$ cat src/rtl/run_seq_pkg.sv
// Shared types and defaults for the host-side run sequencer.
package run_seq_pkg;

  localparam int AW_DEF      = 8;
  localparam int DW_DEF      = 8;
  localparam int TIMEOUT_DEF = 4096;
  localparam int TW_DEF      = 13;

  typedef enum logic [2:0] {
    IDLE,
    LOAD,
    RUN,
    RB_ADDR,
    RB_WAIT,
    RB_OUT,
    FIN
  } state_t;

endpackage

$ cat src/rtl/run_sequencer.sv
// Host-side initiator for the core's start/done run protocol: preload, run, read back.
//   state   | meaning
//   IDLE    | waiting for a job command
//   LOAD    | writing preload words into data memory
//   RUN     | start high, waiting for done or timeout
//   RB_ADDR | present readback address to data memory
//   RB_WAIT | capture read data into the output register
//   RB_OUT  | offer readback word until the consumer takes it
//   FIN     | one closing cycle before returning to IDLE
module run_sequencer
  import run_seq_pkg::*;
#(
  parameter int AW      = AW_DEF,
  parameter int DW      = DW_DEF,
  parameter int TIMEOUT = TIMEOUT_DEF,
  parameter int TW      = TW_DEF
) (
  input  logic          clk,
  input  logic          rst,
  input  logic          cmd_valid,
  output logic          cmd_ready,
  input  logic [AW-1:0] cmd_ld_base,
  input  logic [AW-1:0] cmd_ld_len,
  input  logic [AW-1:0] cmd_rb_base,
  input  logic [AW-1:0] cmd_rb_len,
  input  logic          ld_valid,
  input  logic [DW-1:0] ld_data,
  output logic          ld_ready,
  output logic          dm_we,
  output logic [AW-1:0] dm_addr,
  output logic [DW-1:0] dm_wdata,
  input  logic [DW-1:0] dm_rdata,
  output logic          start,
  input  logic          done,
  output logic          rb_valid,
  output logic [DW-1:0] rb_data,
  input  logic          rb_ready,
  output logic          busy,
  output logic          timeout_err
);

  localparam logic [TW-1:0] CNT_LOAD = TW'(TIMEOUT - 1);
  localparam logic [TW-1:0] CNT_ONE  = TW'(1);
  localparam logic [AW-1:0] ADR_ONE  = AW'(1);

  state_t        state_q, state_d;
  logic [AW-1:0] ld_base_q, ld_len_q, rb_base_q, rb_len_q;
  logic [AW-1:0] i_q, j_q;
  logic [TW-1:0] cnt_q;
  logic          start_q, terr_q;
  logic [DW-1:0] rb_data_q;
  logic          run_first, run_tmo;

  // The run timer counts down from TIMEOUT-1; its load value marks the guard cycle.
  assign run_first = (cnt_q == CNT_LOAD);

  always_comb begin
    state_d   = state_q;
    cmd_ready = 1'b0;
    ld_ready  = 1'b0;
    dm_we     = 1'b0;
    dm_addr   = '0;
    dm_wdata  = '0;
    rb_valid  = 1'b0;
    run_tmo   = 1'b0;
    busy      = (state_q != IDLE);
    case (state_q)
      IDLE: begin
        cmd_ready = 1'b1;
        if (cmd_valid) state_d = (cmd_ld_len != '0) ? LOAD : RUN;
      end
      LOAD: begin
        ld_ready = 1'b1;
        if (ld_valid) begin
          dm_we    = 1'b1;
          dm_addr  = ld_base_q + i_q;
          dm_wdata = ld_data;
          if ((i_q + ADR_ONE) == ld_len_q) state_d = RUN;
        end
      end
      RUN: begin
        if (!run_first && done) begin
          state_d = (rb_len_q != '0) ? RB_ADDR : FIN;
        end else if (cnt_q == '0) begin
          run_tmo = 1'b1;
          state_d = FIN;
        end
      end
      RB_ADDR: begin
        dm_addr = rb_base_q + j_q;
        state_d = RB_WAIT;
      end
      RB_WAIT: state_d = RB_OUT;
      RB_OUT: begin
        rb_valid = 1'b1;
        if (rb_ready) state_d = ((j_q + ADR_ONE) == rb_len_q) ? FIN : RB_ADDR;
      end
      FIN:     state_d = IDLE;
      default: state_d = IDLE;
    endcase
  end

  always_ff @(posedge clk) begin
    if (rst) begin
      state_q   <= IDLE;
      ld_base_q <= '0;
      ld_len_q  <= '0;
      rb_base_q <= '0;
      rb_len_q  <= '0;
      i_q       <= '0;
      j_q       <= '0;
      cnt_q     <= '0;
      start_q   <= 1'b0;
      terr_q    <= 1'b0;
      rb_data_q <= '0;
    end else begin
      state_q <= state_d;
      start_q <= (state_d == RUN);
      if (state_q != RUN && state_d == RUN) cnt_q <= CNT_LOAD;
      else if (state_q == RUN && cnt_q != '0) cnt_q <= cnt_q - CNT_ONE;
      case (state_q)
        IDLE: if (cmd_valid) begin
          ld_base_q <= cmd_ld_base;
          ld_len_q  <= cmd_ld_len;
          rb_base_q <= cmd_rb_base;
          rb_len_q  <= cmd_rb_len;
          i_q       <= '0;
          j_q       <= '0;
          terr_q    <= 1'b0;
        end
        LOAD:    if (ld_valid) i_q <= i_q + ADR_ONE;
        RUN:     if (run_tmo) terr_q <= 1'b1;
        RB_WAIT: rb_data_q <= dm_rdata;
        RB_OUT:  if (rb_ready) j_q <= j_q + ADR_ONE;
        default: ;
      endcase
    end
  end

  assign start       = start_q;
  assign timeout_err = terr_q;
  assign rb_data     = rb_data_q;

endmodule

$ cat config.mk
export PLATFORM = sky130hd
export DESIGN_NAME = run_sequencer
export DESIGN_NICKNAME = d
export VERILOG_FILES = /design/src/rtl/run_seq_pkg.sv /design/src/rtl/run_sequencer.sv
export SDC_FILE = /design/constraint.sdc
export NUM_CORES = 1
export LEC_CHECK = 0
export ABC_AREA = 1
export CAP_MARGIN = 40
export CORE_UTILIZATION = 53
export DETAILED_ROUTE_END_ITERATION = 6
export GPL_TIMING_DRIVEN = 0
export PLACE_DENSITY = 0.85
export REMOVE_ABC_BUFFERS = 1
export SLEW_MARGIN = 20
export SYNTH_ARGS = -nofsm -noshare
export SYNTH_HDL_FRONTEND = slang
export SYNTH_SLANG_ARGS = --single-unit
$ cat constraint.sdc
create_clock -name clk -period 2.3 [get_ports clk]
set_input_delay 0.345 -clock clk [delete_from_list [all_inputs] [get_ports clk]]
set_output_delay 0.345 -clock clk [all_outputs]
set_load 0.02 [all_outputs]
==> flow_metrics.env <==
export IMPL_status="finished, violations left"
export IMPL_failed_checks="negative setup slack"
export IMPL_ant_nets=0
export IMPL_viasPerCell=5.56
export IMPL_core_area_um2=7890
export IMPL_critPathBufInv=1
export IMPL_criticalPathCategory="reg -> out"
export IMPL_finalCritPeriodShare_pct=116
export IMPL_drv_slew=0
export IMPL_synth_top_cell_by_area="dfxtp_1"
export IMPL_ys_top_cells_by_count="151 x nand2_1, 103 x nor2_1, 86 x inv_1, 74 x dfxtp_1, 64 x o21ai_0"
export IMPL_die_y_um=93.5
export IMPL_cp_common_cell="nand2_2"
export IMPL_path_cells="ha_4 -> fa_2 -> nand2_2 -> nand2_2 -> a21oi_2 -> or2_4 -> nand2_2 -> a21oi_2 -> xor2_1 -> o22ai_1 -> buf_4"
export IMPL_fin_tns_setup_ns=-1.01
export IMPL_clock_path_buffers=2
export IMPL_antenna_found_initial=0
export IMPL_grt_remaining_overflow=0
export IMPL_cp_data_required_time_ns=1.96
export IMPL_synth_flop_cell="dfxtp_1"
export IMPL_ys_warnings_count=0
export IMPL_drt_first_pass_iters=6
export IMPL_setup_viol=5
export IMPL_cellPowerDensity_nw_per_um2=504
export IMPL_drc=0
export IMPL_cp_end_kind="output port"
export IMPL_ios=85
export IMPL_cts_root_buf="clkbuf_8"
export IMPL_clock_sinks=74
export IMPL_grt_pass1_wl_um=20400
export IMPL_synth_cell_types=35
export IMPL_yosys_area_top_type_share_pct=33.4
export IMPL_fin_skew_ns=0.0145
export IMPL_clk_latency_ns=0.36
export IMPL_start_util_pct=56.2
export IMPL_postSynthCellCount=684
export IMPL_final_layout_size_suffix_gt1_share_pct=14.2
export IMPL_synth_edf_count=0
export IMPL_grt_max_degree=57
export IMPL_crit_slowest_cell="fa_2"
export IMPL_die_area_um2=8730
export IMPL_cts_htree_levels=3
export IMPL_worstPathArrival_ns=2.32
export IMPL_ys_seq_elements=74
export IMPL_path_max_fanout=2
export IMPL_hold_violations=0
export IMPL_total_leakage_power_nw=2.71
export IMPL_crit_path_start_kind="flip-flop"
export IMPL_fmax_ghz=0.375
export IMPL_max_slew_margin_rel_pct=45.2
export IMPL_place_congestion=0.893
export IMPL_clk_pin_slew_worst_paths_ns=0.07
export IMPL_fin_util_pct=74.3
export IMPL_layout_setup_ws_ns=-0.364
export IMPL_routedWlPerCell_um=15.2
export IMPL_yosysSeqAreaShare_pct=33.4
export IMPL_track_usage_pct=29.6
export IMPL_yosysMostFrequentCell="nand2_1"
export IMPL_rows=32
export IMPL_syn_area_per_cell_um2=6.48
export IMPL_slowest_delay_ns=0.40
export IMPL_grt_pass1_vias=4521
export IMPL_area_growth_pct=32.1
export IMPL_multi_input_comb_area_um2=2720
export IMPL_cts_tree="done"
export IMPL_place_ws_ns=-0.644
export IMPL_dp_hpwl_um=8610
export IMPL_routed_wl_um=13600
export IMPL_cts_buffers=9
export IMPL_fin_crit_ns=2.66
export IMPL_tightest_slew_ns=0.821
export IMPL_rsz0062_at_grt="true"
export IMPL_diodes=0
export IMPL_dp_cells=854
export IMPL_synth_area_top_cells="dfxtp_1 33%, nand2_1 13%, nor2_1 8.7%, inv_1 7.3%, o21ai_0 7.2%"
export IMPL_nFillCells=585
export IMPL_synthesis_area_um2=4430
export IMPL_seq_area_um2=1510
export IMPL_max_cap_violations=0
export IMPL_io_buffers=84
export IMPL_nets=859
export IMPL_instances_no_fill=891
export IMPL_hold_class="reg -> reg"
export IMPL_vias=4958
export IMPL_dr_first_iter_drc_count=402
export IMPL_die_w_um=93.5
export IMPL_async_reset_ff_share_pct=0
export IMPL_worst_path_dominant_cell_family="adder cells"
export IMPL_vdd_ir_drop_max_mv=0.368
[registers in the layout, indices dropped and copies added (netlist names), 8 cells and up]
| signal | count |
|---|---|
| cnt_q | 13 |
| i_q | 8 |
| j_q | 8 |
| ld_base_q | 8 |
| ld_len_q | 8 |
| rb_base_q | 8 |
| rb_data | 8 |
| rb_len_q | 8 |
[worst paths after layout]
kind	startpoint	endpoint	slack (ns)	cells past startpoint
worst min-delay path	ld_len_q[2]$_SDFFE_PP0P_	ld_len_q[2]$_SDFFE_PP0P_	0.48	2
worst min register to register	ld_len_q[2]$_SDFFE_PP0P_	ld_len_q[2]$_SDFFE_PP0P_	0.48	2
worst max-delay path	j_q[0]$_SDFFE_PP0P_	dm_addr[6]	-0.36	11
worst max register to register	j_q[0]$_SDFFE_PP0P_	start$_SDFF_PP0_	0.14	14
[final cells by class]
class	instances	area share, %
multi-input cells	503	46.4
flip-flops and latches	74	25.8
repair buffers	105	16.8
inverters	91	5.92
clock buffers	10	2.18
well taps	102	2.18
clock inverters	6	0.726
[kinds of logic after synthesis]
kind of cell	count (synthesis)	share of synthesized area (%)
AND/OR/NAND/NOR	344	33.4
XOR/XNOR	18	3.56
flip-flops	74	33.4
AO/OA/AOI/OAI	120	14.2
adder cells (fa/ha/maj)	21	6.27
buffers and inverters	107	9.14
[layer usage]
metal | up-vias | part of all wire [%] | wire length (µm) | GRT usage (%)
met5 | - | 0 | 0 | 0
met4 | 0 | 3.9 | 528 | 11.5
met3 | 62 | 6.3 | 849 | 6.91
met2 | 230 | 51 | 6900 | 52.3
met1 | 2257 | 39 | 5290 | 34.3
li1 | 2409 | - | - | -
[what timing repair did]
action	in CTS	in global routing
pin swaps	7	15
setup endpoints to repair	10	36
hold buffers	0	0
hold endpoints to repair	0	0
buffers inserted	10	10
resized for setup	50	55
[placed cells by master, fill, tap and decap left out, types with 3 or more instances in the layout]
cell / netlist / layout
nand2_2: 3 / 10
o21ai_0: 64 / 60
inv_1: 86 / 84
nor2_1: 103 / 100
nor2_4: 3 / 3
clkbuf_8: 0 / 9
ha_4: 0 / 6
dfxtp_2: 0 / 10
clkbuf_2: 0 / 3
nor2_2: 6 / 9
nand4_1: 13 / 13
o21ai_1: 0 / 4
clkdlybuf4s50_1: 0 / 71
nand2_1: 151 / 144
nand3_1: 45 / 44
ha_1: 19 / 13
inv_2: 4 / 4
xnor2_1: 5 / 5
nor3_1: 9 / 8
a21oi_1: 45 / 41
buf_4: 0 / 23
dfxtp_1: 74 / 60
xor2_1: 13 / 13
dlymetal6s2s_1: 0 / 4
a21oi_2: 0 / 3
dfxtp_4: 0 / 4
[report_power, final]
part           switching [mW]  total [mW]  internal [mW]
Combinational           0.367       0.637          0.270
Sequential             0.0530        1.40           1.35
Clock                   0.521       0.914          0.393
[worst min-delay path, delay by kind of cell, from the launching register on]
family / cells / cell delay, ns
flops: 1 / 0.32
buf+inv: 1 / 0.06
compound gates: 1 / 0.06
[through the flow]
stage,hold WS (ns),power [mW],cell area (µm²)
finish,0.480,2.95,5860
global route,0.497,3.09,5860
CTS,0.480,2.90,5650
detailed placement,0.468,1.99,5340
global placement,0.458,1.97,5340
floorplan,0.412,1.75,4370
Power figures use the tool's default switching activity.
